### src/rtl/ahbl_gpio_arbiter.sv
// Two-master to one-slave AHB-Lite arbiter for the GPIO bus segment.
// Each master has a one-deep address holding stage; losers are stalled via HREADY.
module ahbl_gpio_arbiter #(
    parameter int ARB_MODE = 0,
    parameter int ADDR_W   = 32
) (
    input  logic              HCLK,
    input  logic              HRESETn,
    input  logic [ADDR_W-1:0] M0_HADDR,
    input  logic [1:0]        M0_HTRANS,
    input  logic [2:0]        M0_HSIZE,
    input  logic              M0_HWRITE,
    input  logic [31:0]       M0_HWDATA,
    output logic              M0_HREADY,
    output logic [31:0]       M0_HRDATA,
    input  logic [ADDR_W-1:0] M1_HADDR,
    input  logic [1:0]        M1_HTRANS,
    input  logic [2:0]        M1_HSIZE,
    input  logic              M1_HWRITE,
    input  logic [31:0]       M1_HWDATA,
    output logic              M1_HREADY,
    output logic [31:0]       M1_HRDATA,
    output logic [ADDR_W-1:0] S_HADDR,
    output logic [1:0]        S_HTRANS,
    output logic [2:0]        S_HSIZE,
    output logic              S_HWRITE,
    output logic [31:0]       S_HWDATA,
    output logic              S_HSEL,
    output logic              S_HREADY,
    input  logic              S_HREADYOUT,
    input  logic [31:0]       S_HRDATA
);

    typedef enum logic [1:0] {
        OWN_NONE = 2'd0,
        OWN_M0   = 2'd1,
        OWN_M1   = 2'd2
    } owner_e;

    localparam logic [1:0] HTRANS_IDLE   = 2'b00;
    localparam logic [1:0] HTRANS_NONSEQ = 2'b10;
    localparam logic       RR            = (ARB_MODE != 0);

    logic              pend0_q, pend0_d;
    logic              pend1_q, pend1_d;
    logic [ADDR_W-1:0] hold0_addr_q, hold0_addr_d;
    logic [ADDR_W-1:0] hold1_addr_q, hold1_addr_d;
    logic [2:0]        hold0_size_q, hold0_size_d;
    logic [2:0]        hold1_size_q, hold1_size_d;
    logic              hold0_write_q, hold0_write_d;
    logic              hold1_write_q, hold1_write_d;
    owner_e            owner_q, owner_d;
    logic              last_q, last_d;

    logic m0_rdy, m1_rdy;
    logic live0, live1;
    logic req0, req1;
    logic pick1, any_gnt, gnt0, gnt1;
    logic unused_htrans;

    // HTRANS[0] only separates IDLE/BUSY and NONSEQ/SEQ, both of which collapse here
    assign unused_htrans = ^{M0_HTRANS[0], M1_HTRANS[0]};

    always_comb begin
        m0_rdy  = (owner_q == OWN_M0) ? S_HREADYOUT : ~pend0_q;
        m1_rdy  = (owner_q == OWN_M1) ? S_HREADYOUT : ~pend1_q;
        live0   = M0_HTRANS[1] & m0_rdy;
        live1   = M1_HTRANS[1] & m1_rdy;
        req0    = pend0_q | live0;
        req1    = pend1_q | live1;
        pick1   = req1 & (~req0 | (RR & ~last_q));
        any_gnt = HRESETn & S_HREADYOUT & (req0 | req1);
        gnt0    = any_gnt & ~pick1;
        gnt1    = any_gnt & pick1;
    end

    always_comb begin
        S_HADDR  = pend0_q ? hold0_addr_q  : M0_HADDR;
        S_HSIZE  = pend0_q ? hold0_size_q  : M0_HSIZE;
        S_HWRITE = pend0_q ? hold0_write_q : M0_HWRITE;
        if (pick1) begin
            S_HADDR  = pend1_q ? hold1_addr_q  : M1_HADDR;
            S_HSIZE  = pend1_q ? hold1_size_q  : M1_HSIZE;
            S_HWRITE = pend1_q ? hold1_write_q : M1_HWRITE;
        end
        S_HTRANS = any_gnt ? HTRANS_NONSEQ : HTRANS_IDLE;
        S_HSEL   = any_gnt;
    end

    always_comb begin
        case (owner_q)
            OWN_M0:  S_HWDATA = M0_HWDATA;
            OWN_M1:  S_HWDATA = M1_HWDATA;
            default: S_HWDATA = 32'h0;
        endcase
    end

    assign M0_HREADY = m0_rdy;
    assign M1_HREADY = m1_rdy;
    assign M0_HRDATA = S_HRDATA;
    assign M1_HRDATA = S_HRDATA;
    assign S_HREADY  = S_HREADYOUT;

    always_comb begin
        pend0_d       = pend0_q;
        pend1_d       = pend1_q;
        hold0_addr_d  = hold0_addr_q;
        hold0_size_d  = hold0_size_q;
        hold0_write_d = hold0_write_q;
        hold1_addr_d  = hold1_addr_q;
        hold1_size_d  = hold1_size_q;
        hold1_write_d = hold1_write_q;
        owner_d       = owner_q;
        last_d        = last_q;
        if (gnt0) begin
            pend0_d = 1'b0;
        end else if (live0) begin
            pend0_d       = 1'b1;
            hold0_addr_d  = M0_HADDR;
            hold0_size_d  = M0_HSIZE;
            hold0_write_d = M0_HWRITE;
        end
        if (gnt1) begin
            pend1_d = 1'b0;
        end else if (live1) begin
            pend1_d       = 1'b1;
            hold1_addr_d  = M1_HADDR;
            hold1_size_d  = M1_HSIZE;
            hold1_write_d = M1_HWRITE;
        end
        if (S_HREADYOUT) begin
            owner_d = gnt0 ? OWN_M0 : (gnt1 ? OWN_M1 : OWN_NONE);
        end
        if (any_gnt) begin
            last_d = gnt1;
        end
    end

    always_ff @(posedge HCLK or negedge HRESETn) begin
        if (!HRESETn) begin
            pend0_q       <= 1'b0;
            pend1_q       <= 1'b0;
            hold0_addr_q  <= '0;
            hold0_size_q  <= '0;
            hold0_write_q <= 1'b0;
            hold1_addr_q  <= '0;
            hold1_size_q  <= '0;
            hold1_write_q <= 1'b0;
            owner_q       <= OWN_NONE;
            last_q        <= 1'b1;
        end else begin
            pend0_q       <= pend0_d;
            pend1_q       <= pend1_d;
            hold0_addr_q  <= hold0_addr_d;
            hold0_size_q  <= hold0_size_d;
            hold0_write_q <= hold0_write_d;
            hold1_addr_q  <= hold1_addr_d;
            hold1_size_q  <= hold1_size_d;
            hold1_write_q <= hold1_write_d;
            owner_q       <= owner_d;
            last_q        <= last_d;
        end
    end

endmodule
### config.mk
export PLATFORM = sky130hd
export DESIGN_NAME = ahbl_gpio_arbiter
export DESIGN_NICKNAME = d
export VERILOG_FILES = /design/src/rtl/ahbl_gpio_arbiter.sv
export SDC_FILE = /design/constraint.sdc
export NUM_CORES = 1
export LEC_CHECK = 0
export CAP_MARGIN = 20
export CORE_AREA = 2 2 121 123
export DETAILED_ROUTE_END_ITERATION = 8
export DIE_AREA = 0 0 123 125
export DONT_BUFFER_PORTS = 1
export PLACE_DENSITY = 0.49
export SYNTH_ARGS = -nofsm -noshare
export SYNTH_HDL_FRONTEND = slang
export SYNTH_SLANG_ARGS = --single-unit
export TNS_END_PERCENT = 50
### constraint.sdc
create_clock -name HCLK -period 4.49 [get_ports HCLK]
set_clock_uncertainty 0.2 [all_clocks]
set_input_delay 0.449 -clock HCLK [delete_from_list [all_inputs] [get_ports HCLK]]
set_output_delay 0.449 -clock HCLK [all_outputs]
set_load 0.01 [all_outputs]
# Yosys cells after proc, flatten, opt, wreduce, memory -nomap -nowiden
# Index checks and enable logic that the tools add are counted.
[op_classes] n_eq_ne=2 mux=19 bitwise=16 n_reduce_logical=4
[ops] operator="two-way mux 32 bit" count=3
[ops] operator="case mux 32 bit (2 select lines)" count=1
[ops] operator="two-way mux 1 bit" count=9
[ops] operator="two-way mux 3 bit" count=3
[ops] operator="bitwise AND 1 bit" count=7
[ops] operator="two-way mux 2 bit" count=3
[ops] operator="inverter 1 bit" count=6
[ops] operator="AND reduction 2 bit" count=2
[ops] operator="nonzero test 2 bit" count=2
[ops] operator="OR 1 bit" count=3
[ops] operator="== test 2 x 1 -> 1 bit (second input constant)" count=1
[ops] operator="== test 2 bit (second input constant)" count=1
[word_totals] register_bits=76 output_inout_bits=138 word_cells=50

# Depth between registers and ports, before layout
[depth] ltp_word=10 depth_mapped=9 ltp_nobuf=6

# Least setup slack after synthesis
# OpenSTA, ideal clock, no wires.
[synth_path] path_type="reg2out" start="reg owner_q[0]" end="out S_HADDR[10]" arrival_ps=1754 required_time_ps=3841 path_slack_ps=2087 path_stages_with_launch=10 path_buffers=3 path_cell_list="dfrtp_1 inv_1 ha_1 buf_2 nand2b_1 a21oi_1 nand2b_1 buf_4 buf_6 mux2i_1"
[synth_between] elab_chain_cells=7 elab_cells_between_ends=11 cone_classes="2 x eq/ne; 3 x mux; 6 x bitwise"
[synth_lines] item="start: declaration" line_no="52" rtl="owner_e owner_q, owner_d;"
[synth_lines] item="start signal: assignment" line_no="160" rtl="owner_q <= owner_d;"
[synth_lines] item="== test 2 x 1 -> 1 bit" line_no="65" rtl="m0_rdy = (owner_q == OWN_M0) ? S_HREADYOUT : ~pend0_q;"
[synth_lines] item="two-way mux 1 bit" line_no="65"
[synth_lines] item="bitwise AND 1 bit" line_no="67" rtl="live0 = M0_HTRANS[1] & m0_rdy;"
[synth_lines] item="OR 1 bit" line_no="69" rtl="req0 = pend0_q | live0;"
[synth_lines] item="inverter 1 bit" line_no="71" rtl="pick1 = req1 & (~req0 | (RR & ~last_q));"
[synth_lines] item="bitwise AND 1 bit *" line_no="71"
[synth_lines] item="two-way mux 32 bit *" line_no="81" rtl="if (pick1) begin"
[synth_lines] item="end: declaration" line_no="23" rtl="output logic [ADDR_W-1:0] S_HADDR,"
# Every way passes the cells marked *; elsewhere a longest branch is shown, timed or not.

# Worst setup path in the final report
[layout_path] start="reg owner_q[0]" end="out S_HADDR[24]"
# The elaborated chain is that of the path after synthesis.

==> results.json <==
{
  "outcome": "finished, final reports clean",
  "die_y_um": 125,
  "grt_max_degree": 77,
  "maxSlewHeadroom": 0.339,
  "holdCritPathClass": "input port to register",
  "synth_common_cells": "mux2i_1 (108), dfrtp_1 (76), buf_4 (73)",
  "holdPathEnd": "owner_q[0]$_DFFE_PN0P_",
  "antenna_found_initial": 0,
  "wl_per_cell_um": 26.4,
  "diodes": 0,
  "drive_gt1_frac": 0.277,
  "ios": 313,
  "track_usage": 0.187,
  "dieArea_um2": 15400,
  "worst_r2r_path_depth": 7,
  "yosysUniqueCellTypes": 26,
  "critPathMaxFanout": 23,
  "cts_resized": 0,
  "clk_latency_ns": 0.33,
  "vias_per_cell": 5.47,
  "critPathCaptureType": "primary output",
  "grt_pass1_wl_um": 20800,
  "drtAntennaViolNets": 0,
  "synthAdderAreaFrac": 0.00483,
  "tns_ns": 0,
  "root_buffer": "clkbuf_16",
  "syn_area_um2": 5180,
  "fin_crit_ns": 3.62,
  "netlist_top_cells_area": "dfrtp_1 (37%), mux2i_1 (21%), buf_4 (11%), mux2_2 (9.1%), mux2_4 (8.7%)",
  "clock-sinks": 76,
  "clockBufferDepth": 2,
  "ys_seq_elements": 76,
  "nFillCells": 1398,
  "area_growth_pct": -1.76,
  "syn-instance-count": 439,
  "final.setup.worst_slack_ns": 0.866,
  "ys_seq_area_frac": 0.367,
  "numCtsBuffers": 9,
  "synth_xor_area_frac": 0,
  "timing.final.crit_share": 0.807,
  "routabilityCongestion": 0.853,
  "multi_input_area_um2": 2550,
  "cellLeakagePower_nw": 2.58,
  "pre_cts_ws_ns": 1.19,
  "hold_start": "S_HREADYOUT",
  "crit_type": "register to primary output",
  "ys.flop_type": "dfrtp_1",
  "synth_top_cell_by_area": "dfrtp_1",
  "post-route-drc-count": 0,
  "synth_top_family_by_area": "multiplexers",
  "rsz0062_at_grt": "false",
  "regToRegSetupSlack_ns": 1.68,
  "vdd_ir_drop_max_mv": 0.196,
  "timing.rr.end": "hold1_addr_q[18]$_DFFE_PN0P_",
  "routed_wl_um": 14600,
  "clkSlewWorstSetupHoldPaths_ns": 0.06,
  "slew_violations": 0,
  "seq_area_um2": 1900,
  "setup_viol": 0,
  "portBuffers": 0,
  "dp_hpwl_um": 10500,
  "power_density_nw_per_um2": 503,
  "r2r_start": "owner_q[0]$_DFFE_PN0P_",
  "hold_violations": 0,
  "start_util": 0.365,
  "cts_hold_buf": 3,
  "ys_async_sr_fraction": 1.00,
  "fp.coreArea_um2": 14200,
  "htreeDepth": 3,
  "post_cts_buffers": 0,
  "fmax_mhz": 276,
  "synth_compound_area_frac": 0.0628,
  "worstPathRequired_ns": 3.84,
  "nets": 540,
  "syn_nets": 616,
  "placed_area_um2": 4740,
  "synth_most_common_cell": "mux2i_1",
  "synth_simple_gate_area_share": 0.0362,
  "tritoncts": "done",
  "tightest_slew_ns": 0.992,
  "cp-start-kind": "register",
  "vias": 3018,
  "yosysWarnings": 0,
  "drt_iter0_drc": 173,
  "rows": 44,
  "post_synth.cell_area_avg_um2": 11.8,
  "grt_overflow": 0,
  "dr.pass1.iters": 4,
  "grt_pass1_vias": 3158,
  "muxShareOfSynthArea": 0.387,
  "synth_top_area_share": 0.367,
  "cap_violations": 0,
  "holdPathStages": 1,
  "final_area_um2": 5090,
  "die_w_um": 123,
  "arrival_ns": 2.97,
  "synth-edff-count": 0
}
-- cell usage in the layout (no fill, tap or decap), drive strengths merged, types with 2 or more instances in the layout --
cell         instances
a21oi                4
a22oi               32
buf                  7
clkbuf              12
clkinv               3
dfrtp               76
dlygate4sd3          2
ha                   2
inv                  4
mux2                72
mux2i              108
nand2b               3
nor2                32
o22ai                2
-- worst max-delay path, stage by stage (launching register included) --
cell      delay [ns]
dfrtp_1         0.38
inv_1           0.09
ha_1            0.18
nand2b_1        0.08
a21oi_1         0.31
nand2b_2        0.75
buf_4           0.41
mux2i_1         0.41
-- routing by layer --
layer | global-route usage | part of all wire
met5 | 0 | 0
met4 | 0.0508 | 0.011
met3 | 0.104 | 0.14
met2 | 0.295 | 0.47
met1 | 0.218 | 0.38
-- stage by stage --
step | util | cells | hold WS, ns | total power, mW
after floorplan | - | 439 | -0.0466 | 1.76
after global placement | 0.334 | 533 | -0.0447 | 1.81
after detailed placement | 0.334 | 533 | -0.0452 | 1.84
after CTS | 0.358 | 552 | 0.00440 | 2.60
after global routing | 0.358 | 552 | 0.00264 | 2.71
final | 0.358 | 552 | 0.0184 | 2.56
-- power breakdown --
group	internal, mW	switching (mW)	total [mW]	leakage [nW]
Clock	0.445	0.282	0.727	0.147
Sequential	0.911	0.113	1.02	0.892
Combinational	0.422	0.387	0.809	1.54
Total	1.78	0.782	2.56	2.58
-- sequential cells by signal (all words and copies together), names as in the netlist --
name,count
hold1_size_q,3
hold1_write_q,1
hold0_size_q,3
pend0_q,1
hold1_addr_q,32
pend1_q,1
owner_q,2
hold0_write_q,1
hold0_addr_q,32
-- logic make-up after synthesis --
group	after synthesis
muxes	180
buffers and inverters	100
DFF	76
AOI/OAI and AO/OA	41
and+or+nand+nor	39
adders and majority gates	2
other	1
-- how the worst max path moves through the flow --
stage                      startpoint     endpoint  cells past startpoint
6_report       owner_q[0]$_DFFE_PN0P_  S_HADDR[24]                      7
5_1_grt        owner_q[0]$_DFFE_PN0P_  S_HADDR[17]                      7
4_1_cts        owner_q[0]$_DFFE_PN0P_  S_HADDR[24]                      7
3_5_place_dp   owner_q[0]$_DFFE_PN0P_  S_HADDR[24]                      7
3_3_place_gp   owner_q[0]$_DFFE_PN0P_  S_HADDR[24]                      7
2_1_floorplan  owner_q[0]$_DFFE_PN0P_  S_HADDR[10]                      9
-- final cells by class --
cell class                      instances  area share
Multi-Input combinational cell        263       0.501
Timing Repair Buffer                    9      0.0182
Clock buffer                           12      0.0485
Inverter                                4     0.00295
Tap cell                              184      0.0453
Clock inverter                          4     0.00959
Sequential cell                        76       0.374
(Power assumes the default switching activity.)
